## src/rtl/pattern_gen.sv

```systemverilog
// pattern_gen: prescaled LED/IO pattern generator feeding the I2C write path.
// Each new word is offered through a valid/ready handshake; steps that would
// overwrite an unaccepted word are dropped and flagged via the sticky overrun.
module pattern_gen #(
    parameter int                 WIDTH    = 16,
    parameter int                 TICK_DIV = 50000,
    parameter logic [WIDTH-1:0]   INIT     = WIDTH'(16'h00FF)
) (
    input  logic             clk,
    input  logic             rst_n,
    input  logic             en,
    input  logic [1:0]       mode,
    input  logic             load,
    input  logic [WIDTH-1:0] load_data,
    input  logic             clr_overrun,
    output logic [WIDTH-1:0] wdata,
    output logic             wvalid,
    input  logic             wready,
    output logic             overrun
);

    localparam int              CNT_W = $clog2(TICK_DIV);
    localparam logic [CNT_W-1:0] LAST = CNT_W'(TICK_DIV - 1);

    typedef enum logic [1:0] {
        MODE_ROL    = 2'b00,
        MODE_ROR    = 2'b01,
        MODE_BOUNCE = 2'b10,
        MODE_COUNT  = 2'b11
    } mode_t;

    typedef enum logic {
        DIR_LEFT  = 1'b0,
        DIR_RIGHT = 1'b1
    } dir_t;

    logic [CNT_W-1:0] count;
    dir_t             dir;
    dir_t             next_dir;
    logic [WIDTH-1:0] next_word;
    mode_t            cur_mode;
    logic             tick;
    logic             accept;
    logic             step;
    logic             drop;

    // Tick qualification: a step is taken only when the output slot is free
    // or being emptied this cycle; otherwise the tick is dropped. Load
    // preempts the tick entirely, so it neither steps nor counts as a drop.
    always_comb begin
        cur_mode = mode_t'(mode);
        tick     = en && (count == LAST);
        accept   = wvalid && wready;
        step     = tick && !load && (!wvalid || wready);
        drop     = tick && !load && wvalid && !wready;
    end

    // Next pattern word and bounce direction for the current mode.
    always_comb begin
        next_word = wdata;
        next_dir  = dir;
        case (cur_mode)
            MODE_ROL:    next_word = {wdata[WIDTH-2:0], wdata[WIDTH-1]};
            MODE_ROR:    next_word = {wdata[0], wdata[WIDTH-1:1]};
            MODE_BOUNCE: begin
                if (dir == DIR_LEFT) begin
                    if (wdata[WIDTH-1]) begin
                        next_dir  = DIR_RIGHT;
                        next_word = {wdata[0], wdata[WIDTH-1:1]};
                    end else begin
                        next_word = {wdata[WIDTH-2:0], wdata[WIDTH-1]};
                    end
                end else begin
                    if (wdata[0]) begin
                        next_dir  = DIR_LEFT;
                        next_word = {wdata[WIDTH-2:0], wdata[WIDTH-1]};
                    end else begin
                        next_word = {wdata[0], wdata[WIDTH-1:1]};
                    end
                end
            end
            MODE_COUNT:  next_word = wdata + WIDTH'(1);
        endcase
    end

    // Prescaler: restarts on load, holds while disabled, wraps at TICK_DIV-1.
    always_ff @(posedge clk or negedge rst_n) begin
        if (!rst_n) begin
            count <= '0;
        end else if (load) begin
            count <= '0;
        end else if (en) begin
            if (count == LAST) begin
                count <= '0;
            end else begin
                count <= count + CNT_W'(1);
            end
        end
    end

    // Bounce direction: only meaningful in bounce mode, otherwise held left.
    always_ff @(posedge clk or negedge rst_n) begin
        if (!rst_n) begin
            dir <= DIR_LEFT;
        end else if (load || cur_mode != MODE_BOUNCE) begin
            dir <= DIR_LEFT;
        end else if (step) begin
            dir <= next_dir;
        end
    end

    // Output word and valid flag; INIT is offered as the first word.
    always_ff @(posedge clk or negedge rst_n) begin
        if (!rst_n) begin
            wdata  <= INIT;
            wvalid <= 1'b1;
        end else if (load) begin
            wdata  <= load_data;
            wvalid <= 1'b1;
        end else if (step) begin
            wdata  <= next_word;
            wvalid <= 1'b1;
        end else if (accept) begin
            wvalid <= 1'b0;
        end
    end

    // Sticky overrun: a drop in the same cycle as a clear keeps it set.
    always_ff @(posedge clk or negedge rst_n) begin
        if (!rst_n) begin
            overrun <= 1'b0;
        end else if (drop) begin
            overrun <= 1'b1;
        end else if (clr_overrun) begin
            overrun <= 1'b0;
        end
    end

endmodule

```

## config.mk

```make
export PLATFORM = sky130hd
export DESIGN_NAME = pattern_gen
export DESIGN_NICKNAME = d
export VERILOG_FILES = /design/src/rtl/pattern_gen.sv
export SDC_FILE = /design/constraint.sdc
export NUM_CORES = 1
export LEC_CHECK = 0
export ABC_CLOCK_PERIOD_IN_PS = 3100
export CORE_MARGIN = 3
export CORE_UTILIZATION = 25
export CTS_CLUSTER_DIAMETER = 80
export DETAILED_ROUTE_END_ITERATION = 16
export HOLD_SLACK_MARGIN = 0.06
export PLACE_DENSITY = 0.56
export SLEW_MARGIN = 15
export SYNTH_ARGS = -nofsm -noshare
export SYNTH_HDL_FRONTEND = slang
export SYNTH_SLANG_ARGS = --single-unit
```

## constraint.sdc

```tcl
create_clock -name clk -period 3.1 [get_ports clk]
set_input_delay 0.775 -clock clk [delete_from_list [all_inputs] [get_ports clk]]
set_output_delay 0.775 -clock clk [all_outputs]
set_load 0.01 [all_outputs]
```

==> results.md <==
* Worst stage delay on the critical path at 580 ps
* # clock sinks at 35
* Post CTS Setup Buffer Count at 0
* F_max at 383 MHz
* Slew headroom at 60.5%
* Synth Area in Compound Gates at 23.8%
* Total Routing Usage GR at 13.1%
* Fraction of layout instances using a drive strength above 1 at 10.4%
* Placed inst area at 3000 sq um
* CTS H-tree lvls at 2
* Synthesized area at 2430 sq um
* Yosys reg bits at 35
* Post-route antenna net violation count at 0
* # diodes at 0
* Die footprint at 10,900 sq um
* Portion of netlist area occupied by mux cells at 3.09%
* Post-CTS sizing at 0
* Final Hold Fails at 0
* Crit-path leading delay family: simple AND/OR/NAND/NOR gates
* Run status: finished, final reports clean
* Setup slack after layout at 489 ps
* CP endpoint kind: register
* Slew at the pin with the worst max-slew slack at 588 ps
* Worst path cell trace: clkdlybuf4s50_1, nand4_1, or4_4, or3_1, nand2_1, o21ai_1, mux2_2
* Power Dens Cells at 390 nW/um^2
* Tmin final at 2610 ps
* Worst vdd ir at 187 uV
* Cts bufs inserted at 5
* Total Wirelength at 6.92 mm
* Die Width at 105 um
* # IOs at 42
* Largest net degree at the start of global routing at 36
* Count of cell types in the netlist at 57
* Post-synthesis adder-cell area fraction at 1.03%
* Post-synth top area cell: dfrtp_1
* Placer Congestion at 0.820
* Hold_buf cts at 0
* Number of cells on the critical path at 7
* Syn Inst Count at 294
* Antenna violations before repair at 0
* TritonCTS clock tree: yes
* Post-Synth XOR/XNOR Area at 6.48%
* Worst Setup Start Kind: input pin
* Final period util at 84.2%
* Simple-gate portion of the synthesized area at 25.2%
* Vias/cell at 5.12
* Worst Hold Depth at 1
* WHS at 492 ps
* Largest family of logic cells by synthesized area: simple AND/OR/NAND/NOR gates
* Num rows at 35
* Fillers at 992
* Vias in the first global route at 2,298
* Latest clock arrival within the worst-skew pair at 290 ps
* Crit Path Max Fanout at 8
* Worst EP arrival at 2830 ps
* PortBufs at 41
* Post-synth EDFFs at 0
* Ys async rst share at 100%
* Initial Util at 26.1%
* Leakage at 0.00118 uW
* Crit path buf inv count at 1
* RSZ-0062 raised after global routing: false
* # setup viols final at 0
* Req. time, crit path at 3320 ps
* Share of the synthesized area in the top cell type at 26.7%
* Worst-path clk slew at 80 ps
* Place WS at 188 ps
* Min-Delay Path Class: reg -> reg
* Via count at 2,379
* Total grt overflow at 0
* DR WL/cell at 14.9 um
* CTS Buffer Depth at 2
* Net Count, Synth at 320
* Final TNS setup at 0 ps
* First-pass GRT wire length at 11.8 mm
* Synthesized area per cell at 8.27 sq um
* DRC viols at 0
* Core Footprint at 9330 sq um
* Nets at 361
* CTS Root Cell: clkbuf_8
* Drt first pass iters at 4
* Die Span Y at 105 um
* Clock Skew at 10.2 ps
* Max Cap Violations at 0
* Crit path kind: in -> reg
* Primary FF master, synth: dfrtp_1
* Warnings, synthesis at 0
* Register area at 887 sq um
* Synth-to-layout area growth at 28.0%
* 1st-iter DRT viols at 104
* Reg2Reg Depth at 6
* Slowest CP cell: or4_4
* Post-DP HPWL at 4.96 mm
* Area of the multi-input gates at 1450 sq um
* Fin. max-slew vios at 0
* Seq/Total Area, Yosys at 36.5%
* Tot Pwr at 1210 uW
* Cell area after layout at 3110 sq um
* Top cells by area, synth: dfrtp_1 27%, dfstp_2 9.7%, nand2_1 6.5%, o21ai_0 4.3%, xor2_1 4.0%
[cells in the final DEF, fill, tap and decap left out, types with 6 or more instances in the layout]
cell type        instances
clkdlybuf4s50_1         41
buf_4                    9
inv_1                    7
dfrtp_1                 26
o21ai_0                 21
and3_1                   6
xnor2_1                  7
a31oi_1                  6
nand2_1                 42
nand3_1                 12
nor2b_1                  6
nor2_1                  22
a21oi_1                 19
dfstp_2                  9
nor3_1                   6
xor2_1                  11
[logic make-up after synthesis]
logic type / Yosys count
fa+ha+maj: 2
xor+xnor: 18
flops: 35
compound gates: 88
simple gates: 121
buf+inv: 23
mux: 7
[worst paths after layout]
path                       startpoint  slack, ps   endpoint
setup / recovery                   en        490   wdata[3]
hold / removal              count[15]        490  count[15]
setup reg to reg            count[12]        610   wdata[3]
hold reg to reg             count[15]        490  count[15]
max in group asynchronous       rst_n       1840   wdata[0]
min in group asynchronous       rst_n        900   count[4]
[Yosys cell counts, drive strengths merged, types with 3 or more instances]
cell and count:
xnor2 7, inv 7, buf 4, o31ai 5
mux2i 3, nor2b 6, nand3 12, mux2 4
dfrtp 26, clkbuf 12, a311oi 3, or3 5
dfstp 9, and3 6, nand4 4, nor4 3
a31oi 6, a211oi 3, nand2 42, a21oi 19
o211ai 3, xor2 11, nor2 22, and2 3
a222oi 3, nor3 7, o21ai 24
[routing by layer]
layer / vias up / part of all wire (%) / routed length, um / GRT usage (%)
li1: 1170 / - / - / -
met1: 1153 / 47 / 3280 / 18.1
met2: 49 / 48 / 3330 / 21.0
met3: 7 / 3.7 / 254 / 2.35
met4: 0 / 0.87 / 60 / 3.28
met5: - / 0 / 0 / 0
[where the power goes]
| part | internal, uW | total [uW] | switching [uW] |
|---|---|---|---|
| sequential | 490 | 543 | 53.3 |
| clock | 240 | 420 | 181 |
| combinational | 132 | 250 | 119 |
| total | 861 | 1210 | 352 |
[flip-flops by register name, summed over array words and instances, names as in the netlist]
name     cells
count       16
dir          1
overrun      1
wdata       16
wvalid       1
[metrics by stage]
stage | util [%] | cells
after floorplan | - | 294
after global placement | 32.2 | 457
after detailed placement | 32.2 | 457
after CTS | 33.4 | 465
after global routing | 33.4 | 465
final | 33.4 | 465
[final cells by class]
cell class | instances | share of cell area (%)
clock inverter | 3 | 1.41
inverter | 7 | 0.844
timing repair buffer | 50 | 15.3
clock buffer | 5 | 2.21
sequential | 35 | 28.5
multi-input combinational | 236 | 46.5
tap | 129 | 5.18
(Power assumes the default switching activity.)
==> RTL edit (config.mk and constraints unchanged) <==
`WIDTH`: 16 -> 14.
--- a/src/rtl/pattern_gen.sv
+++ b/src/rtl/pattern_gen.sv
@@ -2,7 +2,7 @@
 // Each new word is offered through a valid/ready handshake; steps that would
 // overwrite an unaccepted word are dropped and flagged via the sticky overrun.
 module pattern_gen #(
-    parameter int                 WIDTH    = 16,
+    parameter int                 WIDTH    = 14,
     parameter int                 TICK_DIV = 50000,
     parameter logic [WIDTH-1:0]   INIT     = WIDTH'(16'h00FF)
 ) (
Ports: changed (resized load_data and wdata); port bits go from 42 to 38. The function was not compared with the original's and may differ.
==> RTL edit against the original RTL <==
  * Global-route usage shrank 0.31 points
  * Worst setup slack gained 250 ps
  * Largest power group unchanged
  * Sequential power shrank 5.7%
  * Via count down 1.7%
  * Total power fell by 2.1%
  * Final cell count down 0.65%
  * Area after synthesis grew 1.3%
  * Largest cell class unchanged
  * Register-to-register slack improved by 310 ps
  * Sequential cell count shrank 2
  * Routed wire length hardly changed
  * Final area down 1.0%
  * Synthesized cell count increased by 2.4%
==> RTL edit: results (changes against the original RTL) <==
[yosys]
synth_xor_area_share_pct = 7.47  ; +0.98 points
ys_warn_count = 0  ; unchanged
synth.area.top_cells = dfrtp_1 24%, dfstp_2 9.6%, nand2_1 5.3%
synth_cell_types = 57  ; unchanged
synth_compound_area_share_pct = 24.2  ; +0.36 points
ys_seq_area_share_pct = 34.0  ; -2.5 points
ys_top_cells_by_count = 35 x nand2_1, 31 x nor2_1, 24 x dfrtp_1, 22 x a21oi_1, 14 x o21ai_0
synthAdderAreaFrac_pct = 1.02  ; -0.013 points
syn-num-nets = 325  ; +1.6%
netlist.area_leader.share_pct = 24.4  ; -2.4 points
synth.mux.area_fraction_pct = 3.61  ; +0.52 points
async_reset_ff_share_pct = 100  ; unchanged

[final_layout]
n_antenna_cell = 0  ; unchanged
reg.largest.list = count x16, wdata x14
layout.nets = 356  ; -1.4%
drive_gt1_share_pct = 11.4  ; +0.99 points
fillers = 1000  ; +0.81%

[global_route]
grt_max_degree = 34  ; -5.6%
grt_util_met2_pct = 21.2  ; +0.19 points
use_met1_pct = 16.8  ; -1.3 points
grtUsageTotal_pct = 12.8  ; -0.31 points
antenna_found_initial = 0  ; unchanged
grt.met3_usage_pct = 2.57  ; +0.22 points
grt_pass1_wl_um = 11600  ; -1.8%
grt_pass1_vias = 2376  ; +3.4%

[route]
vias = 2338  ; -1.7%
wl_met2_um = 3340  ; +0.48%
met1Wirelength_um = 3170  ; -3.3%
antenna_left = 0  ; unchanged
wl_met3_um = 334  ; +31%
dr.first_iter.drc_count = 82  ; -21%
highest_layer = met4
wl_per_cell_um = 15.0  ; +0.61%

[critical_path]
cp.arrival_ps = 2590  ; -240 ps
cp_max_fo = 31  ; +23

[place]
routabilityCongestion = 0.782  ; -4.7%
port_buffers = 37  ; -9.8%
dp_hpwl_um = 4860  ; -2.1%

[sta]
worst_pin_slew_ps = 582  ; -6.08 ps
clock_skew_ps = 6.71  ; -3.45 ps

[clocking]
root_buffer = clkbuf_8
clock_latency_ps = 290  ; about the same
clk_pin_slew_ps = 80  ; about the same
post_cts.repair.setup_buffers = 0  ; unchanged

[min_path]
hold_class = register to register

[pwr]
vdd_ir_drop_max_mv = 0.139  ; -26%
leakage_nw = 1.15  ; -2.6%

[status]
outcome = finished, final reports clean

[RTL edit: changes by cell type in the layout (fill, tap and decap cells not counted), sizes merged, moves of 4 or more]
cell / unedited run / this run
nor2: 22 / 31
o21ai: 24 / 16
a2bb2oi: 0 / 4
nor4: 3 / 7
nand3: 12 / 8
xnor2: 7 / 11
a22oi: 2 / 6
a22o: 1 / 5
a31oi: 6 / 0
nand2: 42 / 35
and3: 6 / 1
clkdlybuf4s50: 41 / 37
[RTL edit: final cells by class]
| class | count | share of cell area [%] |
|---|---|---|
| flip-flops and latches | 33 | 27.2 |
| clock inverters | 3 | 1.50 |
| inverters | 10 | 1.22 |
| well taps | 129 | 5.24 |
| repair buffers | 47 | 14.5 |
| clock buffers | 5 | 2.23 |
| multi-input cells | 235 | 48.2 |
[RTL edit: final timing paths]
check / depth (start not counted) / to / startpoint / slack (ps)
min in group asynchronous: 2 / wdata[8] / rst_n / 900
hold / removal: 1 / count[14] / count[14] / 520
setup reg to reg: 5 / wdata[10] / count[13] / 920
max in group asynchronous: 2 / wvalid / rst_n / 1860
hold reg to reg: 1 / count[14] / count[14] / 520
setup / recovery: 7 / count[9] / load / 740
[RTL edit: worst max-delay path, stage by stage]
cell,delay (ps)
clkdlybuf4s50_1,490
buf_4,320
nor2_1,210
nor2_1,270
nand2_1,120
nor4b_1,280
a21o_1,120
[RTL edit: per-stage QoR]
stage	instance area, um^2	setup WS, ps	utilization (%)	std cells
after floorplan	2460	1150	-	301
after global placement	2970	432	31.5	454
after detailed placement	2970	421	31.5	454
after CTS	3080	726	32.7	462
after global routing	3080	485	32.7	462
final	3080	743	32.7	462
[RTL edit: power by group]
group	switching, W	leakage (nW)	total, W	internal, W
clock network	0.000182	0.0543	0.000422	0.000241
logic	0.000121	0.682	0.000255	0.000134
registers	0.0000508	0.418	0.000512	0.000461
